===== config.mk =====
export PLATFORM = sky130hd
export DESIGN_NAME = regfile_wb_scoreboard
export DESIGN_NICKNAME = d
export VERILOG_FILES = /design/src/rtl/regfile_wb_scoreboard.sv
export SDC_FILE = /design/constraint.sdc
export NUM_CORES = 1
export LEC_CHECK = 0
export ABC_AREA = 1
export CORE_MARGIN = 2
export CORE_UTILIZATION = 30
export CTS_BUF_LIST = sky130_fd_sc_hd__clkbuf_2
export CTS_CLUSTER_SIZE = 25
export DETAILED_ROUTE_END_ITERATION = 10
export GPL_TIMING_DRIVEN = 0
export PLACE_DENSITY = 0.59
export SYNTH_ARGS = -nofsm -noshare
export SYNTH_HDL_FRONTEND = slang
export SYNTH_SLANG_ARGS = --single-unit

===== constraint.sdc =====
create_clock -name clk -period 12.85 [get_ports clk]
set_input_delay 3.2125 -clock clk [delete_from_list [all_inputs] [get_ports clk]]
set_output_delay 3.2125 -clock clk [all_outputs]
set_load 0.02 [all_outputs]

===== src/rtl/regfile_wb_scoreboard.sv =====
// Busy scoreboard for the int/fp register files: RAW/WAW issue stall and the shared write port (pwb vs lwb, anti-starvation).
// Grants and rf_* are zero-latency; busy bits and busy_count update at the edge; AXI_stall freezes everything. Option: SCOREBOARD_FWD_EN.
module regfile_wb_scoreboard #(
    parameter int NREG     = 32,
    parameter int MAX_WAIT = 4,
    localparam int AW = $clog2(NREG),
    localparam int WW = $clog2(MAX_WAIT + 1),
    localparam int CW = 7
) (
    input  logic          clk,
    input  logic          rst,
    input  logic          AXI_stall,

    input  logic          iss_valid,
    input  logic [AW-1:0] iss_rs1,
    input  logic [AW-1:0] iss_rs2,
    input  logic          iss_rs1_fp,
    input  logic          iss_rs2_fp,
    input  logic          iss_rs1_use,
    input  logic          iss_rs2_use,
    input  logic [AW-1:0] iss_rd,
    input  logic          iss_rd_fp,
    input  logic          iss_rd_we,
    input  logic          iss_long,
    output logic          iss_stall,

    input  logic          pwb_valid,
    output logic          pwb_ready,
    input  logic [AW-1:0] pwb_addr,
    input  logic          pwb_fp,
    input  logic [31:0]   pwb_data,

    input  logic          lwb_valid,
    output logic          lwb_ready,
    input  logic [AW-1:0] lwb_addr,
    input  logic          lwb_fp,
    input  logic [31:0]   lwb_data,

    output logic          rf_we,
    output logic [AW-1:0] rf_waddr,
    output logic          rf_wfp,
    output logic [31:0]   rf_wdata,
    output logic [CW-1:0] busy_count
);

    typedef struct packed {
        logic          fp;
        logic [AW-1:0] addr;
        logic [31:0]   data;
    } wb_t;

    logic [NREG-1:0] busy_int, busy_fp;
    logic [NREG-1:0] busy_int_nxt, busy_fp_nxt;
    logic [NREG-1:0] chk_int, chk_fp;
    logic [NREG-1:0] clr_int, clr_fp;
    logic [NREG-1:0] set_int, set_fp;
    logic [WW-1:0]   wait_cnt, wait_cnt_nxt;
    logic [CW-1:0]   busy_count_nxt;

    logic lwb_prio;
    logic pwb_gnt, lwb_gnt;
    logic raw1, raw2, waw;
    logic accept;
    wb_t  pwb_req, lwb_req, wsel;

    assign pwb_req = '{fp: pwb_fp, addr: pwb_addr, data: pwb_data};
    assign lwb_req = '{fp: lwb_fp, addr: lwb_addr, data: lwb_data};

    // Once lwb has lost MAX_WAIT times it outranks the pipeline writeback.
    assign lwb_prio = (wait_cnt == WW'(MAX_WAIT));

    always_comb begin
        pwb_gnt = 1'b0;
        lwb_gnt = 1'b0;
        if (!AXI_stall) begin
            if (lwb_valid && (lwb_prio || !pwb_valid)) begin
                lwb_gnt = 1'b1;
            end else if (pwb_valid) begin
                pwb_gnt = 1'b1;
            end
        end
    end

    assign pwb_ready = pwb_gnt;
    assign lwb_ready = lwb_gnt;

    always_comb begin
        wsel = '0;
        if (lwb_gnt) begin
            wsel = lwb_req;
        end else if (pwb_gnt) begin
            wsel = pwb_req;
        end
    end

    assign rf_waddr = wsel.addr;
    assign rf_wfp   = wsel.fp;
    assign rf_wdata = wsel.data;
    assign rf_we    = (pwb_gnt | lwb_gnt) & (wsel.fp | (wsel.addr != '0));

    assign clr_int = (lwb_gnt && !lwb_fp) ? (NREG'(1) << lwb_addr) : '0;
    assign clr_fp  = (lwb_gnt &&  lwb_fp) ? (NREG'(1) << lwb_addr) : '0;

`ifdef SCOREBOARD_FWD_EN
    // The RF is write-before-read, so a register retiring this cycle is already readable.
    assign chk_int = busy_int & ~clr_int;
    assign chk_fp  = busy_fp  & ~clr_fp;
`else
    assign chk_int = busy_int;
    assign chk_fp  = busy_fp;
`endif

    assign raw1 = iss_rs1_use & (iss_rs1_fp ? chk_fp[iss_rs1] : chk_int[iss_rs1]);
    assign raw2 = iss_rs2_use & (iss_rs2_fp ? chk_fp[iss_rs2] : chk_int[iss_rs2]);
    assign waw  = iss_rd_we   & (iss_rd_fp  ? chk_fp[iss_rd]  : chk_int[iss_rd]);

    assign iss_stall = iss_valid & (raw1 | raw2 | waw | AXI_stall);
    assign accept    = iss_valid & ~iss_stall & iss_rd_we & iss_long
                     & (iss_rd_fp | (iss_rd != '0));

    assign set_int = (accept && !iss_rd_fp) ? (NREG'(1) << iss_rd) : '0;
    assign set_fp  = (accept &&  iss_rd_fp) ? (NREG'(1) << iss_rd) : '0;

    // Set is applied after clear so a same-edge set wins; int x0 is pinned to zero.
    assign busy_int_nxt = ((busy_int & ~clr_int) | set_int) & ~NREG'(1);
    assign busy_fp_nxt  = (busy_fp & ~clr_fp) | set_fp;

    always_comb begin
        wait_cnt_nxt = wait_cnt;
        if (!AXI_stall) begin
            if (lwb_gnt) begin
                wait_cnt_nxt = '0;
            end else if (lwb_valid && !lwb_prio) begin
                wait_cnt_nxt = wait_cnt + WW'(1);
            end
        end
    end

    always_comb begin
        busy_count_nxt = '0;
        for (int i = 0; i < NREG; i++) begin
            busy_count_nxt = busy_count_nxt + CW'(busy_int_nxt[i]) + CW'(busy_fp_nxt[i]);
        end
    end

    always_ff @(posedge clk) begin
        if (rst) begin
            busy_int   <= '0;
            busy_fp    <= '0;
            wait_cnt   <= '0;
            busy_count <= '0;
        end else begin
            busy_int   <= busy_int_nxt;
            busy_fp    <= busy_fp_nxt;
            wait_cnt   <= wait_cnt_nxt;
            busy_count <= busy_count_nxt;
        end
    end

    // A long-latency writeback with no pending entry means the producer lost track of its result.
    a_lwb_targets_busy: assert property (
        @(posedge clk) disable iff (rst)
        (lwb_gnt && (lwb_fp || (lwb_addr != '0))) |-> (lwb_fp ? busy_fp[lwb_addr] : busy_int[lwb_addr])
    );

endmodule


==> reports/results.txt, run 1 <==
Pin count of the biggest net entering global routing - 13
Chip Height - 164 um
Fill cells - 2806
Number of port buffers - 140
Crit. End Element - register
Hold slack - 0.505 ns
Later-pin clock latency in the skew report - 0.60 ns
Via count - 9313
Top-count cell post-synth - nand2_1
Share of cells above drive strength 1 - 4.52%
First-pass DRT Iterations - 7
Final Setup Violations - 0
Crit path buffers/inverters - 9
Skew final - 0.0447 ns
Internal - 341 uW
Placement Setup Slack - 1.01 ns
Core area - 0.0253 mm2
Iter 0 DRT Violations - 1209
Global-route wire length before repair - 54000 um
Placed cell count - 1687
Switch Pwr - 205 uW
RSZ-0062 raised after global routing - no
Setup slack, reg-to-reg - 4.56 ns
CP max FO - 10
Hold WC Path Type - register to register
CTS tree - built
Max_cap viols - 0
Residual DRC - 0
Hold Crit Start - wait_cnt[1]
Total Nets Final - 1542
Combinational Power Share - 32.5%
Ports - 153
CTS sink count - 73
Vias in the first global route - 8601
Post-CTS Hold Buffers - 0
Mean Syn Cell Area - 6.34 um2
Num CTS Buffers - 9
Placed wire-length estimate - 30500 um
Cell Pwr Density - 56.6 mW/mm2
Synth area leaders - dfxtp_1 19%, nand2_1 17%, fa_1 14%, nand3_1 10%, nand4_1 7.1%
Vias per inst - 5.47
Max Slew Vio Count - 0
P&R area growth vs syn - 25.0%
Post-CTS Setup Bufs - 0
Crit Reg-Reg Endpoint - busy_count[6]
Family with the most delay on the worst path - adder cells
Post-synthesis cell count - 1217
Total wire length - 37500 um
Achievable Freq - 88.4 MHz
Peak supply drop - 26.0 uV
Crit-path slowest cell - clkdlybuf4s50_1
Worst setup SP type - input port
Register area share after synthesis - 18.9%
Most frequent CP cell - fa_1
Commonest cells in the netlist - 348 x nand2_1, 159 x nand3_1, 129 x inv_1
FFs w/ async S/R, synth - 0%
Rel. slew slack - 44.6%
Number of synthesized register bits - 73
CP arrival - 11.83 ns
Hold Vio Cnt, Final - 0
Final ANT Viol Nets - 0
Critical path depth in cells - 33
Final setup margin - 1.54 ns
Wire length per cell - 22.0 um
# rows - 58
GP Congestion - 1.03
Syn_nets - 1391
Worst Reg2Reg Path Length in Cells - 27
Starting Density - 30.6%
Worst EP required - 13.37 ns
Outcome - completed
Leakage - 4.19 nW
Synth top area share - 18.9%
Die Wd - 164 um
Initial antenna violation count - 1
Sequential share of power - 41.8%
H-Tree Depth - 3
Setup CP Type - input port to register
Post-CTS sizing - 0
Final global-route overflow total - 0
Setup TNS - 0 ns
Fin crit share - 88.0%
Sw Share - 37.6%
CTS Root Cell - clkbuf_2
Clock power frac - 25.7%
Reg2reg start - wait_cnt[0]
Fin cells - 1704
Clock transition at path regs - 0.23 ns
Number of synthesized flops with an enable pin - 0
Synth Flop Type - dfxtp_1
Post-synth top area cell - dfxtp_1
Yosys warnings - 0
Synth Cell Area - 0.00772 mm2
Crit-path max cell delay - 0.68 ns
Hold Path Stages - 2
Gr usage total - 27.2%
CTS max path bufs - 2
Cell variety after synth - 27
Crit path launch - iss_rd[2]
Tightest Pin Transition - 0.831 ns
Area of the die - 0.0270 mm2
Final period demand of the worst path - 11.31 ns
Crit path to - busy_count[6]
-- power groups by stage --
stage	Combinational, mW	Clock, mW	Sequential, mW
after detailed placement	0.173	0	0.232
after floorplan	0.0886	0	0.232
after global placement	0.174	0	0.232
final	0.177	0.140	0.228
after CTS	0.174	0.138	0.228
after global routing	0.186	0.148	0.228
-- state kept, by name, indices dropped and copies added, names as in the netlist --
register,flops
busy_count,7
busy_fp,32
busy_int,31
wait_cnt,3
-- logic make-up (layout without fill, tap and decap cells) --
group | count (synthesis) | count (layout) | synth area share (%)
AO/OA/AOI/OAI | 185 | 185 | 13.7
adder cells (fa/ha/maj) | 70 | 70 | 16.5
buffers and inverters | 225 | 381 | 12.5
flip-flops | 73 | 73 | 18.9
other | 0 | 1 | 0
AND/OR/NAND/NOR | 664 | 664 | 38.4
-- metal layers --
metal / vias to the layer above / wire length [um] / part of all wire [%] / GRT usage (%)
li1: 4350 / - / - / -
met1: 4426 / 15700 / 42 / 36.9
met2: 458 / 16800 / 45 / 42.0
met3: 79 / 3420 / 9.1 / 5.78
met4: 0 / 1530 / 4.1 / 11.3
met5: - / 0 / 0 / 0
-- cells in the final DEF (no fill, tap or decap), drive strengths merged, types with 56 or more instances in the layout --
master / synthesis / routed
a21oi: 74 / 74
clkbuf: 46 / 56
clkdlybuf4s50: 0 / 140
dfxtp: 73 / 73
inv: 135 / 135
nand2: 351 / 351
nand3: 159 / 159
nand4: 88 / 88
nor2: 56 / 56
o21ai: 75 / 75
-- cell type report --
type                    count  area (um2)  share of cell area [%]
multi-input cells         919        5290                    54.9
clock buffers              10        50.0                   0.519
diodes                      1        2.50                  0.0260
clock inverters             6        58.8                   0.610
plain buffers              86         442                    4.58
flip-flops and latches     73        1460                    15.2
inverters                 139         522                    5.41
well taps                 330         413                    4.28
repair buffers            140        1400                    14.5
-- tightest hold or removal path, cell delays in order, from the launching register on --
cell and delay [ns]:
dfxtp_1 0.38, nand2_1 0.06, a21oi_1 0.06
-- per-stage QoR --
| stage | area (um2) | utilization [%] | total power [mW] |
|---|---|---|---|
| floorplan | 7720 | - | 0.321 |
| global placement | 9530 | 37.7 | 0.406 |
| detailed placement | 9530 | 37.7 | 0.406 |
| CTS | 9640 | 38.2 | 0.540 |
| global route | 9640 | 38.2 | 0.562 |
| finish | 9640 | 38.2 | 0.546 |
-- worst min path at each step --
| stage | slack, ns | endpoint |
|---|---|---|
| 2_1_floorplan | 0.46 | wait_cnt[2] |
| 3_3_place_gp | 0.48 | wait_cnt[2] |
| 3_5_place_dp | 0.48 | wait_cnt[1] |
| 4_1_cts | 0.51 | wait_cnt[1] |
| 5_1_grt | 0.54 | wait_cnt[1] |
| 6_report | 0.50 | wait_cnt[1] |
Power figures use the tool's default switching activity.
==> run 2: changes to the inputs <==
--- a/config.mk
+++ b/config.mk
@@ -12,6 +12,7 @@
 export CTS_CLUSTER_SIZE = 25
 export DETAILED_ROUTE_END_ITERATION = 10
 export GPL_TIMING_DRIVEN = 0
+export HOLD_SLACK_MARGIN = 0.02
 export PLACE_DENSITY = 0.59
 export SYNTH_ARGS = -nofsm -noshare
 export SYNTH_HDL_FRONTEND = slang
==> results of run 2 <==
No change in the layout: final DEF, timing and power equal those of run 1.
